[config.mk]
export PLATFORM = sky130hd
export DESIGN_NAME = cpu_multicycle
export DESIGN_NICKNAME = d
export VERILOG_FILES = /design/src/rtl/cpu_multicycle.sv
export SDC_FILE = /design/constraint.sdc
export NUM_CORES = 1
export LEC_CHECK = 0
export CAP_MARGIN = 20
export CORE_MARGIN = 1
export CORE_UTILIZATION = 49
export CTS_CLUSTER_DIAMETER = 150
export CTS_CLUSTER_SIZE = 12
export DETAILED_ROUTE_END_ITERATION = 12
export DONT_BUFFER_PORTS = 1
export PLACE_DENSITY = 0.69
export SETUP_SLACK_MARGIN = 0.02
export SLEW_MARGIN = 20
export SYNTH_ARGS = -nofsm -noshare
export SYNTH_HDL_FRONTEND = slang
export SYNTH_SLANG_ARGS = --single-unit
[constraint.sdc]
create_clock -name clk -period 14.9 [get_ports clk]
set_input_delay 2.98 -clock clk [delete_from_list [all_inputs] [get_ports clk]]
set_output_delay 2.98 -clock clk [all_outputs]
set_load 0.005 [all_outputs]
[src/rtl/cpu_multicycle.sv]
// cpu_multicycle: multi-cycle memory-to-memory CPU with three-operand instructions.
// The memory address is registered inside the CPU. The memory returns mem for that
// address in the following cycle, and a write completes on the clock edge that ends WB.
// Operands may be direct (mem[A]) or indirect (mem[mem[A]]).
// Arithmetic-class ops (MOV/ADD/SUB/MUL/DIV) read both source operands y and z.
// OUT reads only operand x.
// Optional feature macro CPU_DIV_EN: when defined, opcode 0100 executes DIV;
// otherwise it is treated as an illegal opcode and no divider is built.
module cpu_multicycle #(
   parameter int DATA_WIDTH = 16,
   parameter int ADDR_WIDTH = 6,
   parameter int PC_START   = 8
) (
   input  logic                  clk,
   input  logic                  rst_n,
   input  logic [DATA_WIDTH-1:0] mem,
   output logic                  we,
   output logic [ADDR_WIDTH-1:0] addr,
   output logic [DATA_WIDTH-1:0] data,
   input  logic [DATA_WIDTH-1:0] in,
   input  logic                  in_valid,
   output logic                  in_ready,
   output logic [DATA_WIDTH-1:0] out,
   output logic                  out_valid,
   output logic [ADDR_WIDTH-1:0] pc,
   output logic [ADDR_WIDTH-1:0] sp,
   output logic                  halted,
   output logic                  error
);

   localparam logic [3:0] OP_MOV  = 4'h0;
   localparam logic [3:0] OP_ADD  = 4'h1;
   localparam logic [3:0] OP_SUB  = 4'h2;
   localparam logic [3:0] OP_MUL  = 4'h3;
   localparam logic [3:0] OP_DIV  = 4'h4;
   localparam logic [3:0] OP_IN   = 4'h7;
   localparam logic [3:0] OP_OUT  = 4'h8;
   localparam logic [3:0] OP_LDI  = 4'h9;
   localparam logic [3:0] OP_STOP = 4'hF;

   typedef enum logic [3:0] {
      FETCH_A, FETCH_W, DECODE, IMM_A, IMM_W, OP_A, OP_W, IND_A, IND_W,
      EXEC, IN_WAIT, WB_PTR_A, WB_PTR_W, WB, HALT
   } state_t;

   state_t state_reg, state_next;

   logic [ADDR_WIDTH-1:0] pc_reg;
   logic [ADDR_WIDTH-1:0] addr_reg;
   logic [DATA_WIDTH-1:0] data_reg;
   logic                  we_reg;
   logic                  in_ready_reg;
   logic [DATA_WIDTH-1:0] out_reg;
   logic                  out_valid_reg;
   logic                  halted_reg;
   logic                  error_reg;
   logic [15:0]           ir_reg;
   logic [1:0]            opn_reg;      // operand being read: 0 = x, 1 = y, 2 = z
   logic [ADDR_WIDTH-1:0] ptr_reg;      // pointer captured for indirect operand reads
   logic [DATA_WIDTH-1:0] y_reg;        // first source operand (also x for OUT)
   logic [DATA_WIDTH-1:0] z_reg;        // second source operand
   logic [DATA_WIDTH-1:0] result_reg;   // value waiting for write-back

   // Instruction fields
   logic [3:0] opcode;
   logic       ind1, ind2, ind3;
   logic [2:0] a1, a2, a3;

   assign opcode = ir_reg[15:12];
   assign ind1   = ir_reg[11];
   assign a1     = ir_reg[10:8];
   assign ind2   = ir_reg[7];
   assign a2     = ir_reg[6:4];
   assign ind3   = ir_reg[3];
   assign a3     = ir_reg[2:0];

   logic                  cur_ind;
   logic [2:0]            cur_a;
   logic                  last_operand;
   logic                  op_legal;
   logic [DATA_WIDTH-1:0] alu_result;
   logic [DATA_WIDTH-1:0] wb_value;
   logic [ADDR_WIDTH-1:0] mem_ptr;

   assign mem_ptr      = mem[ADDR_WIDTH-1:0];
   assign last_operand = (opn_reg != 2'd1);

   assign we        = we_reg;
   assign addr      = addr_reg;
   assign data      = data_reg;
   assign in_ready  = in_ready_reg;
   assign out       = out_reg;
   assign out_valid = out_valid_reg;
   assign pc        = pc_reg;
   assign sp        = '1;
   assign halted    = halted_reg;
   assign error     = error_reg;

   // Select the addressing bit and address field of the operand currently being read
   always_comb begin
      cur_ind = ind2;
      cur_a   = a2;
      case (opn_reg)
         2'd0:    begin cur_ind = ind1; cur_a = a1; end
         2'd2:    begin cur_ind = ind3; cur_a = a3; end
         default: begin cur_ind = ind2; cur_a = a2; end
      endcase
   end

   // Opcode legality; DIV is legal only when the divider is built
   always_comb begin
      op_legal = 1'b0;
      case (opcode)
         OP_MOV, OP_ADD, OP_SUB, OP_MUL,
         OP_IN, OP_OUT, OP_LDI, OP_STOP: op_legal = 1'b1;
`ifdef CPU_DIV_EN
         OP_DIV:                         op_legal = 1'b1;
`endif
         default:                        op_legal = 1'b0;
      endcase
   end

   // Unsigned arithmetic modulo 2^DATA_WIDTH on the two source operands
   always_comb begin
      alu_result = y_reg;
      case (opcode)
         OP_ADD:  alu_result = y_reg + z_reg;
         OP_SUB:  alu_result = y_reg - z_reg;
         OP_MUL:  alu_result = y_reg * z_reg;
`ifdef CPU_DIV_EN
         OP_DIV:  alu_result = (z_reg == '0) ? '1 : (y_reg / z_reg);
`endif
         default: alu_result = y_reg;
      endcase
   end

   // Value headed for write-back, taken from whichever state produces it
   always_comb begin
      wb_value = result_reg;
      case (state_reg)
         EXEC:    wb_value = alu_result;
         IMM_W:   wb_value = mem;
         IN_WAIT: wb_value = in;
         default: wb_value = result_reg;
      endcase
   end

   // State register; asynchronous reset aborts any instruction in flight
   always_ff @(posedge clk or negedge rst_n) begin
      if (!rst_n) begin
         state_reg <= FETCH_A;
      end else begin
         state_reg <= state_next;
      end
   end

   // Next-state logic
   always_comb begin
      state_next = state_reg;
      case (state_reg)
         FETCH_A: state_next = FETCH_W;
         FETCH_W: state_next = DECODE;
         DECODE: begin
            if (!op_legal || opcode == OP_STOP) state_next = HALT;
            else if (opcode == OP_LDI)          state_next = IMM_A;
            else if (opcode == OP_IN)           state_next = IN_WAIT;
            else                                state_next = OP_A;
         end
         IMM_A:   state_next = IMM_W;
         IMM_W:   state_next = ind1 ? WB_PTR_A : WB;
         IN_WAIT: begin
            if (in_valid) state_next = ind1 ? WB_PTR_A : WB;
         end
         OP_A:    state_next = OP_W;
         OP_W: begin
            if (cur_ind)           state_next = IND_A;
            else if (last_operand) state_next = EXEC;
            else                   state_next = OP_A;
         end
         IND_A:   state_next = IND_W;
         IND_W:   state_next = last_operand ? EXEC : OP_A;
         EXEC: begin
            if (opcode == OP_OUT) state_next = FETCH_A;
            else                  state_next = ind1 ? WB_PTR_A : WB;
         end
         WB_PTR_A: state_next = WB_PTR_W;
         WB_PTR_W: state_next = WB;
         WB:       state_next = FETCH_A;
         HALT:     state_next = HALT;
         default:  state_next = HALT;
      endcase
   end

   // Datapath: PC, memory bus registers, operand capture and I/O
   always_ff @(posedge clk or negedge rst_n) begin
      if (!rst_n) begin
         pc_reg        <= ADDR_WIDTH'(PC_START);
         addr_reg      <= '0;
         data_reg      <= '0;
         we_reg        <= 1'b0;
         in_ready_reg  <= 1'b0;
         out_reg       <= '0;
         out_valid_reg <= 1'b0;
         halted_reg    <= 1'b0;
         error_reg     <= 1'b0;
         ir_reg        <= '0;
         opn_reg       <= 2'd1;
         ptr_reg       <= '0;
         y_reg         <= '0;
         z_reg         <= '0;
         result_reg    <= '0;
      end else begin
         we_reg        <= (state_next == WB);
         in_ready_reg  <= (state_next == IN_WAIT);
         out_valid_reg <= 1'b0;
         if (state_next == HALT) halted_reg <= 1'b1;

         case (state_reg)
            FETCH_A: begin
               addr_reg <= pc_reg;
               pc_reg   <= pc_reg + 1'b1;
            end
            FETCH_W: ir_reg <= mem[15:0];
            DECODE: begin
               opn_reg <= (opcode == OP_OUT) ? 2'd0 : 2'd1;
               if (!op_legal) error_reg <= 1'b1;
            end
            IMM_A: begin
               addr_reg <= pc_reg;
               pc_reg   <= pc_reg + 1'b1;
            end
            IMM_W:   result_reg <= wb_value;
            IN_WAIT: result_reg <= wb_value;
            OP_A:    addr_reg <= ADDR_WIDTH'(cur_a);
            OP_W: begin
               ptr_reg <= mem_ptr;
               if (!cur_ind) begin
                  if (opn_reg == 2'd2) z_reg <= mem;
                  else                 y_reg <= mem;
                  opn_reg <= 2'd2;
               end
            end
            IND_A:   addr_reg <= ptr_reg;
            IND_W: begin
               if (opn_reg == 2'd2) z_reg <= mem;
               else                 y_reg <= mem;
               opn_reg <= 2'd2;
            end
            EXEC: begin
               result_reg <= wb_value;
               if (opcode == OP_OUT) begin
                  out_reg       <= y_reg;
                  out_valid_reg <= 1'b1;
               end
            end
            WB_PTR_A: addr_reg <= ADDR_WIDTH'(a1);
            default: ;
         endcase

         // Present the write for the single WB cycle
         if (state_next == WB) begin
            data_reg <= wb_value;
            addr_reg <= (state_reg == WB_PTR_W) ? mem_ptr : ADDR_WIDTH'(a1);
         end
      end
   end

endmodule

# Word level (Yosys, flattened, before mapping)
# Memories as Yosys holds them, arrays and structs flattened.
# Cells that the tools add are included.
# word_totals
n_memories,1
rom_bits,16
output_inout_bits,55
ff_bits,125
# classes
n_eq_ne,26
reduce_logical,13
n_mux,27
bitwise,1
mul,1
add_sub_neg,3
# memory_table
name,depth,width,read_ports,rd_clocked_by_memory_dff,wr,line_no,text
(name not given),16,1,1,0,0,113,case (opcode)
# op_table
cell,count
$pmux 16 s3,2
$mux 16,4
$pmux 16 s2,2
$pmux 4 s14,1
$eq 4x4->1 const B,12
$mux 4,7
$pmux 6 s4,1
$eq 4x3->1 const B,5
$add 16x16->16,1
$eq 4x2->1 const B,4
$mul 16x16->16,1
$sub 16x16->16,1
$mux 6,2
$eq 4x1->1 const B,2
$reduce_and 2->1,4
$add 6x1->6 const B,1
$pmux 2 s3,1
$pmux 3 s2,1
$reduce_bool 5->1,1
$logic_not 4->1,1
$mux 1,3
$mux 3,1
$reduce_bool 3->1,1
$reduce_or 3->1,1
11 further kinds,11

# Logic depth before layout (Yosys ltp)
# depth
depth_word,7
mapped_depth,23

# Worst setup path after synthesis
# Ideal clock, no wire load.
# synth_path
path_kind,flip-flop to flip-flop
startpoint,register z_reg[2]
endpoint,register data_reg[14] (netlist: data[14])
path_stages_with_launch,21
period_less_slack_ns,5.656
required_ns,14.775
path_slack_ns,9.244
arrival_ns,5.532
path_buffers,2
setup_time_ns,0.125
path_cell_list,dfrtp_1 > clkbuf_1 > clkbuf_1 > nand2_1 > fa_1 > fa_1 > fa_1 > fa_1 > inv_1 > fa_1 > inv_1 > fa_1 > inv_1 > ha_1 > nand2_1 > o31ai_1 > o31a_1 > o211ai_1 > a211oi_1 > o211ai_1 > mux2_2
# synth_between
elab_chain_len,3
# synth_lines
element,line_no,text
from (decl),61,logic [DATA_WIDTH-1:0] z_reg;
from (signal assigned),238,if (opn_reg == 2'd2) z_reg <= mem;
from (signal assigned),245,if (opn_reg == 2'd2) z_reg <= mem;
$mul 16x16->16 (tied with other cells),129,OP_MUL: alu_result = y_reg * z_reg;
$pmux 16 s3 *,126,case (opcode)
$pmux 16 s3 *,140,case (state_reg)
to (signal assigned),262,data_reg <= wb_value;
to (decl),50,logic [DATA_WIDTH-1:0] data_reg;
# Every way passes the cells marked *; elsewhere a longest branch is shown, timed or not.
# A chain may end at the register's enable or synchronous reset.

# Final worst setup path
# layout_path
startpoint,register y_reg[5]
endpoint,register data_reg[15] (netlist: data[15])
# layout_between
elab_chain_len,3
# layout_lines
element,line_no,text
from (decl),60,logic [DATA_WIDTH-1:0] y_reg;
from (signal assigned),239,else y_reg <= mem;
from (signal assigned),246,else y_reg <= mem;
$mul 16x16->16 (tied with other cells),129,
$pmux 16 s3 *,126,
$pmux 16 s3 *,140,
# Marked as above.

==> flow_metrics.env <==
export IMPL_drtIter0Drc=716
export IMPL_grt_util_all_layers=0.281
export IMPL_critPathCaptureType="flop"
export IMPL_min_period_over_period=0.420
export IMPL_yosysTopAreaCell="dfrtp_1"
export IMPL_placed_cell_area_sq_um=11000
export IMPL_cts_hold_buf=0
export IMPL_area_growth_pct=6.65
export IMPL_grt_remaining_overflow=0
export IMPL_rows=54
export IMPL_drive_above_1_share=0.107
export IMPL_start_util=0.498
export IMPL_fmax_mhz=160
export IMPL_design_die_area_sq_um=22700
export IMPL_ys_ff_latch=125
export IMPL_drv_slew=0
export IMPL_place_gp_congestion=0.945
export IMPL_crit_fanout=15
export IMPL_setup_viol=0
export IMPL_htreeDepth=4
export IMPL_maxCapViolCount=0
export IMPL_clock_skew_final_ns=0.0118
export IMPL_yosysSeqAreaShare=0.289
export IMPL_rsz0062_at_grt="false"
export IMPL_cts_buffers=17
export IMPL_portBuffers=0
export IMPL_syn_area_sq_um=10800
export IMPL_path_clk_slew_ns=0.07
export IMPL_design_area_sq_um=11600
export IMPL_wl_met2_um=13700
export IMPL_post_cts_setup_buffer_count=0
export IMPL_drt_met1_wl_um=12500
export IMPL_pin_count=90
export IMPL_cts_tree="built"
export IMPL_drt_wl_total_um=29700
export IMPL_grt_first_pass_wirelength_um=47500
export IMPL_clock_sinks=125
export IMPL_worst_slew_pin_slew_ns=0.908
export IMPL_slew_headroom=0.394
export IMPL_hpwlAfterDp_um=21900
export IMPL_arrival_ns=6.55
export IMPL_synth_cell_types=71
export IMPL_clockRootBuffer="clkbuf_16"
export IMPL_grt_max_degree=126
export IMPL_avgViaCountPerCell=5.79
export IMPL_route_detailed_drc=0
export IMPL_topRoutingLayerUsed="met4"
export IMPL_period_needed_ns=6.25
export IMPL_grt_pass1_vias=8486
export IMPL_critical_path_startpoint_type="flop"
export IMPL_core_area_sq_um=21800
export IMPL_antenna_found_initial=1
export IMPL_cts_path_max_buffers=2
export IMPL_yosysWarningCount=0
export IMPL_placed_cells=1391
export IMPL_cp_data_required_time_ns=15.20
export IMPL_wl_met3_um=1870
export IMPL_drt_first_pass_iters=5
export IMPL_postSynth_asyncResetShare=1.00
export IMPL_clock_latency_ns=0.44
export IMPL_ant_nets=0
export IMPL_status="complete, no violations"
export IMPL_wl_per_cell_um=20.9
export IMPL_fp_dieW_um=151
export IMPL_final_nets=1313
export IMPL_route_vias_total=8245
export IMPL_post_cts_resize_count=0
export IMPL_synthFlopType="dfrtp_1"
export IMPL_finalHoldViolations=0
export IMPL_synth_edf_count=0
export IMPL_syn_inst=1165
export IMPL_syn_avg_cell_area_sq_um=9.30
export IMPL_layoutNonFillerInstCount=1424
export IMPL_synthTopCellsByArea="dfrtp_1 28%, fa_1 15%, ha_1 7.7%, mux2_2 6.5%, nand2_1 5.6%"
export IMPL_synth_top_area_share=0.284
export IMPL_fp_dieH_um=151
export IMPL_finalSetupTns_ns=0
export IMPL_worst_hold_path_type="flop to flop"
export IMPL_path_class="flop to flop"
[cell usage after synthesis (11+ instances only)]
| library cell | n |
|---|---|
| a31oi_1 | 12 |
| mux2_2 | 63 |
| and2_1 | 63 |
| nor2_1 | 66 |
| xor2_1 | 12 |
| buf_2 | 11 |
| o21ai_0 | 41 |
| inv_1 | 138 |
| a21oi_1 | 34 |
| dfrtp_1 | 123 |
| ha_1 | 67 |
| a21o_1 | 11 |
| a22oi_1 | 15 |
| nand2_1 | 162 |
| xnor2_1 | 55 |
| clkbuf_1 | 39 |
| fa_1 | 81 |
[final timing paths]
kind	cells past startpoint	slack [ns]	endpoint	from
min in group asynchronous	0	2.23	out[3]$_DFFE_PN0P_	rst_n
max reg2reg	18	8.65	data[15]$_DFFE_PN0P_	y_reg[5]$_DFFE_PN0P_
min reg2reg	2	0.50	halted$_DFFE_PN0N_	halted$_DFFE_PN0N_
max in group asynchronous	0	12.44	pc[3]$_DFFE_PN1P_	rst_n
min	2	0.50	halted$_DFFE_PN0N_	halted$_DFFE_PN0N_
max	18	8.65	data[15]$_DFFE_PN0P_	y_reg[5]$_DFFE_PN0P_
[per-stage QoR]
stage | utilization | setup WS [ns] | hold WS [ns]
after floorplan | - | 9.24 | 0.454
after CTS | 0.531 | 8.72 | 0.495
final | 0.531 | 8.65 | 0.496
after detailed placement | 0.504 | 8.75 | 0.474
after global routing | 0.531 | 8.38 | 0.523
after global placement | 0.504 | 8.84 | 0.481
[worst max-delay path, cell delays in order (launching register included)]
cell and delay, ns:
dfrtp_1 0.84, nand2_1 0.17, fa_1 0.47, fa_1 0.55, inv_1 0.06, fa_1 0.50
fa_1 0.49, inv_1 0.05, fa_1 0.46, fa_1 0.40, xor2_1 0.17, xnor2_1 0.21
xnor2_1 0.17, xnor2_1 0.16, xnor3_1 0.51, xnor2_1 0.22, o21ai_0 0.10, o21ai_0 0.42
a31oi_1 0.16
[layer usage]
metal,vias up,global-route usage
met4,0,0.162
met2,286,0.442
li1,3790,-
met1,4087,0.364
met5,-,0
met3,82,0.0491
[cell type report]
| class | count | area (sq um) |
|---|---|---|
| Fill cell | 1975 | 10200 |
| Sequential cell | 125 | 3130 |
| Antenna cell | 1 | 2.50 |
| Tap cell | 280 | 350 |
| Clock inverter | 15 | 174 |
| Inverter | 139 | 524 |
| Clock buffer | 17 | 425 |
| Timing Repair Buffer | 7 | 52.6 |
| Multi-Input combinational cell | 840 | 6900 |
[layout by cell type (no fill, tap or decap), drive strengths merged, types with 12 or more instances in the layout]
| cell type | Yosys | final |
|---|---|---|
| o21ai | 42 | 42 |
| fa | 81 | 81 |
| a21oi | 35 | 35 |
| a31oi | 12 | 12 |
| inv | 139 | 148 |
| dfrtp | 123 | 123 |
| xnor2 | 55 | 55 |
| and2 | 63 | 63 |
| ha | 67 | 67 |
| nand2 | 162 | 162 |
| nor2 | 66 | 66 |
| mux2 | 64 | 64 |
| a22oi | 15 | 15 |
| clkbuf | 39 | 17 |
| xor2 | 12 | 12 |
[kinds of logic (layout without fill, tap and decap cells)]
logic type / Yosys count / after routing / synth area share
AO/OA/AOI/OAI: 193 / 193 / 0.125
XOR/XNOR: 68 / 68 / 0.0562
adder cells (fa/ha/maj): 148 / 148 / 0.227
buffers and inverters: 205 / 178 / 0.0773
flip-flops: 125 / 125 / 0.289
multiplexers: 67 / 67 / 0.0696
other: 1 / 7 / 0.000346
AND/OR/NAND/NOR: 358 / 358 / 0.156
Power is left out: the tool's default activity adds up to more than one toggle a clock period on the data nets, which glitch-free logic cannot reach.
